### src/rtl/mem_logic.sv
// AGC-style address translator: flattens CPU address plus EB/FB/SB bank registers into a
// 16-bit physical word address, with a registered last-access capture and fixed-write fault flag.
// Optional feature: define MEM_LOGIC_SUPERBANK_EN to enable the superbank remap of banks 24-31.
module mem_logic (
  input  logic        clk,
  input  logic        rst_n,
  input  logic [2:0]  eBank,
  input  logic [4:0]  fBank,
  input  logic        superBank,
  input  logic [11:0] memAddress,
  input  logic [2:0]  opcode,
  output logic [15:0] finalAddress,
  output logic [1:0]  region,
  output logic [15:0] lastAddress,
  output logic        fixedWriteFault
);

  localparam logic [1:0] REG_ERASABLE  = 2'd0;
  localparam logic [1:0] REG_SWITCH_E  = 2'd1;
  localparam logic [1:0] REG_SWITCH_F  = 2'd2;
  localparam logic [1:0] REG_FIXED     = 2'd3;

  logic [5:0] bank6;
  logic       access;
  logic       write;

  always_comb begin
    region = REG_FIXED;
    case (memAddress[11:8])
      4'h0, 4'h1, 4'h2:       region = REG_ERASABLE;
      4'h3:                   region = REG_SWITCH_E;
      4'h4, 4'h5, 4'h6, 4'h7: region = REG_SWITCH_F;
      default:                region = REG_FIXED;
    endcase
  end

`ifdef MEM_LOGIC_SUPERBANK_EN
  // Superbank only lifts the top eight fixed banks (24-31) to 32-39.
  always_comb begin
    bank6 = {1'b0, fBank};
    if (superBank && (fBank[4:3] == 2'b11))
      bank6 = {3'b100, fBank[2:0]};
  end
`else
  logic unused_superbank;
  assign unused_superbank = superBank;

  always_comb begin
    bank6 = {1'b0, fBank};
  end
`endif

  always_comb begin
    finalAddress = {4'b0, memAddress};
    case (region)
      REG_ERASABLE: finalAddress = {4'b0, memAddress};
      REG_SWITCH_E: finalAddress = {5'b0, eBank, memAddress[7:0]};
      REG_SWITCH_F: finalAddress = {bank6, memAddress[9:0]};
      default:      finalAddress = {4'b0, memAddress};
    endcase
  end

  assign access = (opcode[2:1] == 2'b00);
  assign write  = (opcode == 3'b001);

  always_ff @(posedge clk or negedge rst_n) begin
    if (!rst_n) begin
      lastAddress     <= 16'h0000;
      fixedWriteFault <= 1'b0;
    end else begin
      if (access)
        lastAddress <= finalAddress;
      if (write && region[1])
        fixedWriteFault <= 1'b1;
    end
  end

endmodule

### config.mk
export PLATFORM = sky130hd
export DESIGN_NAME = mem_logic
export DESIGN_NICKNAME = d
export VERILOG_FILES = /design/src/rtl/mem_logic.sv
export SDC_FILE = /design/constraint.sdc
export NUM_CORES = 1
export LEC_CHECK = 0
export CORE_MARGIN = 8
export CORE_UTILIZATION = 34
export DETAILED_ROUTE_END_ITERATION = 8
export PLACE_DENSITY = 0.79
export SLEW_MARGIN = 20
export SYNTH_ARGS = -nofsm -noshare
export SYNTH_HDL_FRONTEND = slang
export SYNTH_SLANG_ARGS = --single-unit
export TNS_END_PERCENT = 100
### constraint.sdc
create_clock -name clk -period 1.4 [get_ports clk]
set_input_delay 0.14 -clock clk [delete_from_list [all_inputs] [get_ports clk]]
set_output_delay 0.14 -clock clk [all_outputs]
set_load 0.1 [all_outputs]
== Word-level counts from Yosys, hierarchy flattened ==
Memories as Yosys holds them, arrays and structs flattened.
Index checks and enable logic that the tools add are counted.

* Memory bits (read-only): 16
* Register bits: 17
* Memories kept: 1

{| class="wikitable"
|+ Memory list
! name !! depth !! bits a word !! rd ports !! clocked after Yosys merged registers in !! write ports !! RTL line !! RTL
|-
| (name not given) || 8 || 2 || 1 || 0 || 0 || 29 || <nowiki>case (memAddress[11:8])</nowiki>
|}

* Mux-type cells: 2
* Reduce and logical (&&, ||, !) cells: 2
* Equality and inequality tests: 3

{| class="wikitable"
|+ Operators by type and width
! kind !! number
|-
| $pmux 15 s2 || 1
|-
| $eq 3x1->1 const B || 1
|-
| $eq 2x1->1 const B || 1
|-
| $eq 2x2->1 const B || 1
|-
| $logic_not 2->1 || 1
|-
| $mux 2 || 1
|-
| $logic_and 1x1->1 || 1
|}

== Logic depth before layout (Yosys ltp) ==
Gate-level depths: netlist (run 1).
An unclocked memory read counts as a cell.

* Word-level depth: 4
* Mapped depth: 5
* Depth with buffers taken out: 5

== Least setup slack after synthesis (run 1) ==
Ideal clock, no wire load.

* Path kind: input to output
* Start point: in memAddress[11]
* End point: out finalAddress[10]
* Setup slack: -1286 ps
* Arrival time: 2546 ps
* Path buffers: 0
* Data required time: 1260 ps
* Cell stages on the path: 5
* Cells stage by stage: nor2_1 > inv_1 > ha_1 > a221oi_1 > nor2_1

* Longest elaborated chain between the ends: 3
* Elaborated cells between the ends (all ways): 4
* Those cells by class: eq/ne (2); mux (2)

{| class="wikitable"
|+ Ends and longest elaborated chain
! item !! RTL line !! RTL
|-
| start: declaration || 10 || <nowiki>input logic [11:0] memAddress,</nowiki>
|-
| $mux 2 (*) || 29 ||
|-
| named net region[1] || 13 || <nowiki>output logic [1:0] region,</nowiki>
|-
| $eq 2x2->1 / $eq 2x1->1 (equally long branches) || 55 || <nowiki>case (region)</nowiki>
|-
| $pmux 15 s2 (*) || 55 ||
|-
| end: declaration || 12 || <nowiki>output logic [15:0] finalAddress,</nowiki>
|}

Mark *: on every way through the listed nets, which the timed path passes. The rest lies on a longest branch.

== Final worst setup path (run 1) ==
* Start point: in memAddress[10]
* End point: out finalAddress[9]

* Longest elaborated chain between the ends: 4
* Elaborated cells between the ends (all ways): 5
* Those cells by class: eq/ne (2); mux (2); memory (1)

{| class="wikitable"
|+ Ends and longest elaborated chain
! item !! RTL line
|-
| $mem_v2 8x2 (*) || n/a
|-
| $mux 2 (*) || 29
|-
| $eq 2x2->1 / $eq 2x1->1 (equally long branches) || 55
|-
| $pmux 15 s2 (*) || 55
|}

Every way passes the cells marked *; elsewhere a longest branch is shown, timed or not.

==> results of run 1 <==
## path summary, 6_finish.rpt
kind	cells after the start	end
worst max-delay path	8	finalAddress[9]
worst min-delay path	2	lastAddress[7]
worst max register to register	2	lastAddress[9]
worst min register to register	1	fixedWriteFault
max in group asynchronous	2	lastAddress[9]
min in group clk	4	lastAddress[9]
## cells by family after synthesis
group	Yosys count	share of synthesized area
compound gates	14	0.121
fa+ha+maj	2	0.0291
buf+inv	13	0.109
flops	16	0.465
mux	11	0.179
other cells	1	0.00436
simple gates	15	0.0930
## metal layers
metal,wire length [um],up-vias
met5,0,-
met3,250,4
met2,1630,43
met4,31,0
met1,1200,417
li1,-,395
## area by class of cell
cell class / instances / area, um^2 / share of cell area
well taps: 30 / 37.5 / 0.0180
flip-flops and latches: 16 / 400 / 0.192
inverters: 2 / 11.3 / 0.00541
repair buffers: 83 / 1090 / 0.525
clock buffers: 4 / 36.3 / 0.0174
multi-input cells: 44 / 504 / 0.242
## state kept, by name, indices dropped and copies added (netlist names)
register         cells
lastAddress         15
fixedWriteFault      1
## layout by cell type, fill, tap and decap left out, drive strengths merged
master         instances
o31ai                  1
conb                   2
nor2                   3
inv                    1
clkdlybuf4s50         20
clkinvlp               1
o21ai                  3
clkbuf                 4
a31oi                  4
nand3b                 3
mux2                  11
or2                    1
buf                   63
ha                     2
a31o                   2
dfrtp                 16
o21ba                  3
nand2                  4
and2                   3
nor2b                  1
a221oi                 1
## worst max-delay path, delay by kind of cell
kind | cells | cell delay (ns)
buffers and inverters | 4 | 0.51
AND/OR/NAND/NOR | 2 | 0.20
AO/OA/AOI/OAI | 1 | 0.27
adder cells (fa/ha/maj) | 1 | 0.23
## power breakdown
group          internal (mW)  total, mW  switching [mW]  leakage (nW)
Combinational          0.610       1.55           0.942         0.735
Sequential             0.524      0.594          0.0699         0.189
Clock                  0.158      0.299           0.140        0.0210
Total                   1.29       2.44            1.15         0.946
## metrics by stage
step	hold slack [ns]	std cells
finish	0.173	179
global route	0.193	179
CTS	0.172	176
detailed placement	0.477	166
global placement	0.481	166
floorplan	-0.156	73
## timing repair
action,in CTS,in global routing
endpoints found under the setup margin,15,4
gates resized for setup,29,0
buffers inserted,7,3
pin swaps,10,6
hold buffers,0,0
==> run metrics, run 1 <==
clk slew on worst S/H paths=0.09 ns; clk buf depth=2; critical-path maximum fanout=8; top cell type's share of synthesized area=0.465; flop2flop setup slack=0.57 ns; Rel. slew slack=0.654; # fillers=119; EDFF count, synth=0; WL per Instance=17.4 um; Clock Latency Late Sink=0.28 ns; fin crit share=1.07; first-pass GRT wire length=4950 um; full die area=4400 um^2; Worst setup EP type=output port; Post-synth top cells=dfrtp_1 (16), buf_4 (10), mux2_4 (8); num rows=18; Max Slew Vio Count=0; met3 global-route usage=0.0492; Leakage=0.946 nW; CTS Sinks=16; layout cells sized above 1=0.658; failing checks=setup timing; Pwr Total=2.44 mW; placement-stage cell area=1950 um^2; startpoint types=input pin; via total after detailed routing=859; ys flop type=dfrtp_1; Req. time, crit path=1.26 ns; met2 Use GR=0.264; unrepaired setup endpoints after global routing=true; DRT Pass-1 Iters=4; setup violators final=7; fin crit period=1.49 ns; Crit path arrival time=1.35 ns; CORE AREA=2430 um^2; crit-path max cell delay=0.27 ns; post-layout util=0.856; area grow syn2layout=142%; Distinct cells, synth=20; H-tree depth=1; Max Clk Rate=0.670 GHz; DRT antenna net count=0; io pins=61; Setup Skew=0 ns; Total GRT Usage=0.147; Initial DRC Count=9; total grt overflow=0; ranking of synthesized cells by area=dfrtp_1 (47%), mux2_4 (14%), buf_4 (8.7%), mux2_2 (3.9%), o21ba_2 (3.5%); Ys Warns=0; final instance area=2080 um^2; CTS tree=built; vias in the first global route=974; number of remaining DRC errors=0; worst r2r src=lastAddress[9]; most common cell in the synthesized netlist=dfrtp_1; CTS Buf Count=3; final hold violation count=0; Nets=178; setup TNS=-0.518 ns; synthesized instance count=72; Die Y=66.3 um; DR vias/cell=4.80; VDD IR max=0.996 mV; Initial Utilization=0.354; cell mode on critical path=buf_6; clock root cell=clkbuf_4; Synth Area per Inst=12.0 um^2; Post-Route WL=3110 um; Seq/Total Area, Yosys=0.465; routing usage on met1=0.156; GR peak layer=met2; GPL Wtd Cong=0.736; # diodes=0; crit-path cells=buf_6 -> buf_6 -> nor2_4 -> buf_4 -> ha_4 -> o21ai_1 -> nand2_4 -> buf_12; Die X=66.3 um; PortBufs=57; Least-Margin Pin Slew=0.519 ns; Setup Crit Path Kind=input pin to output port; pwr/cell area=1170 nW/um^2; crit path launch=memAddress[10]; CP max-delay cell=o21ai_1; HP Class=input pin to asynchronous set/reset pin; asr flop ratio synth=1.00; pre-CTS setup slack=-0.647 ns; initial antenna violation count=0; DP Wirelength=2480 um; FF+latch count, synth=16; pin count of the biggest net entering global routing=17; mapped cell area=861 um^2; outcome=complete, but fails checks; Max-Cap Viols=0; Worst Setup Slack, final=-0.0922 ns; area leader, netlist=dfrtp_1
Power figures use the tool's default switching activity.
==> run 2, diff against run 1 <==
Settings changed: CTS_CLUSTER_DIAMETER from default to 120, RECOVER_POWER from default to 100.
==> run metrics, run 2 (synthesis gave the netlist of run 1 again) <==
commonest cells after routing, fill and taps aside=clkdlybuf4s50_1 (19), buf_2 (19), buf_4 (18) (was buf_12 (33), buf_4 (23), clkdlybuf4s50_1 (20)); pwr/cell area=1270 nW/um^2 (was 1170 nW/um^2); via total after detailed routing=833 (was 859); critical-path maximum fanout=8 (unchanged); num rows=18 (unchanged); Max Clk Rate=0.669 GHz (was 0.670 GHz); PortBufs=57 (unchanged); clk slew on worst S/H paths=0.09 ns (about the same); Total GRT Usage=0.147 (unchanged); first-pass GRT wire length=4950 um (unchanged); Clock Latency Late Sink=0.28 ns (about the same); fin crit share=1.07 (about the same); unrepaired setup endpoints after global routing=true (unchanged); GPL Wtd Cong=0.736 (unchanged); Die X=66.3 um (unchanged); Comb power frac=0.599 (was 0.635); setup violators final=7 (unchanged); Top reg by flops=lastAddress (unchanged); full die area=4400 um^2 (unchanged); clock root cell=clkbuf_4 (unchanged); max FFs per register=15 (unchanged); CTS Buf Count=3 (unchanged); Max Slew Vio Count=0 (unchanged); Max-Cap Viols=0 (unchanged); Post-Route WL=3140 um (was 3110 um); area grow syn2layout=94.9% (was 142%); area taken by multi-input logic gates=470 um^2 (was 504 um^2); initial antenna violation count=0 (unchanged); layout cells sized above 1=0.577 (was 0.658); routing usage on met1=0.156 (unchanged); startpoint types=input pin (unchanged); final instance area=1680 um^2 (was 2080 um^2); CTS tree=built (unchanged); Worst setup EP type=output port (unchanged); final hold violation count=0 (unchanged); failing checks=setup timing (unchanged); placement-stage cell area=1950 um^2 (unchanged); io pins=61 (unchanged); # diodes=0 (unchanged); Net Switching=1.11 mW (was 1.15 mW); vias in the first global route=974 (unchanged); outcome=complete, but fails checks (unchanged); pin count of the biggest net entering global routing=17 (unchanged); Sw Share=0.519 (was 0.471); CORE AREA=2430 um^2 (unchanged); Die Y=66.3 um (unchanged); Worst Setup Slack, final=-0.0937 ns (was -0.0922 ns); # fillers=182 (was 119); clk buf depth=2 (unchanged); Largest regs=lastAddress (15), fixedWriteFault (1) (unchanged); WHS=0.396 ns (was 0.173 ns); Crit path arrival time=1.35 ns (about the same); DR vias/cell=4.65 (was 4.80); Setup Crit Path Kind=input pin to output port (unchanged); Rel. slew slack=0.441 (was 0.654); Initial DRC Count=12 (was 9); total grt overflow=0 (unchanged); clock network power share=0.140 (was 0.122); fin crit period=1.49 ns (about the same); CTS Sinks=16 (unchanged); Setup Skew=0 ns (unchanged); met2 Use GR=0.264 (unchanged); Layout Cells excl Fill=179 (unchanged); met3 global-route usage=0.0492 (unchanged); post-layout util=0.690 (was 0.856); WL per Instance=17.5 um (was 17.4 um); VDD IR max=0.817 mV (was 0.996 mV); DP Cell Count=166 (unchanged); storage element area=400 um^2 (unchanged); HP Class=input pin to register (was input pin to asynchronous set/reset pin); number of remaining DRC errors=0 (unchanged); H-tree depth=1 (unchanged); R2R cell count=1 (was 2); Nets=178 (unchanged); DP Wirelength=2480 um (unchanged); pre-CTS setup slack=-0.647 ns (unchanged); Least-Margin Pin Slew=0.838 ns (was 0.519 ns); hold path depth=5; DRT antenna net count=0 (unchanged); part of the power in registers=0.260 (was 0.243); Int Power=1.02 mW (was 1.29 mW); Initial Utilization=0.354 (unchanged); Req. time, crit path=1.26 ns (about the same); Leakage=0.769 nW (was 0.946 nW); DRT Pass-1 Iters=3 (was 4); GR peak layer=met2 (unchanged)
[run 2: metrics by stage]
step                      power [mW]  TNS (ns)
after detailed placement        2.11     -8.43
after CTS                       2.45    -0.371
after global placement          2.09     -7.46
after floorplan                 1.50     -3.11
after global routing            2.21    -0.772
final                           2.13    -0.504
[run 2: layout make-up]
class	instances	area share
sequential	16	0.239
multi-input combinational	44	0.280
tap	30	0.0224
inverter	2	0.00671
clock buffer	4	0.0216
timing repair buffer	83	0.430
[run 2: final timing paths]
| path | startpoint | end | slack (ns) |
|---|---|---|---|
| max | memAddress[10] | finalAddress[9] | -0.09 |
| max reg2reg | lastAddress[5] | lastAddress[5] | 0.58 |
| min | memAddress[8] | lastAddress[8] | 0.40 |
| min in group asynchronous | rst_n | lastAddress[7] | 0.47 |
| min reg2reg | fixedWriteFault | fixedWriteFault | 0.48 |
| max in group asynchronous | rst_n | lastAddress[10] | 0.42 |
[run 2: what timing repair did]
action	in CTS	in global routing
pin swaps	10	6
hold buffers	0	0
endpoints found under the hold margin	0	0
gates resized for setup	29	0
endpoints found under the setup margin	15	4
buffers inserted	7	3
[run 2: layer usage]
layer | up-vias | wire (um)
met3 | 4 | 241
met2 | 40 | 1610
li1 | 397 | -
met4 | 0 | 31
met1 | 392 | 1250
met5 | - | 0
[run 2: critical path, stage by stage]
cell	delay, ns
buf_6	0.09
buf_6	0.11
nor2_4	0.11
buf_4	0.14
ha_4	0.23
o21ai_1	0.27
nand2_4	0.09
buf_12	0.17
[run 2: power groups by stage]
stage               clock network (mW)  registers (mW)  logic (mW)
floorplan                            0            1.02       0.479
global placement                     0           0.596        1.50
detailed placement                   0           0.604        1.51
CTS                              0.309           0.595        1.55
global route                     0.332           0.562        1.32
finish                           0.299           0.554        1.28
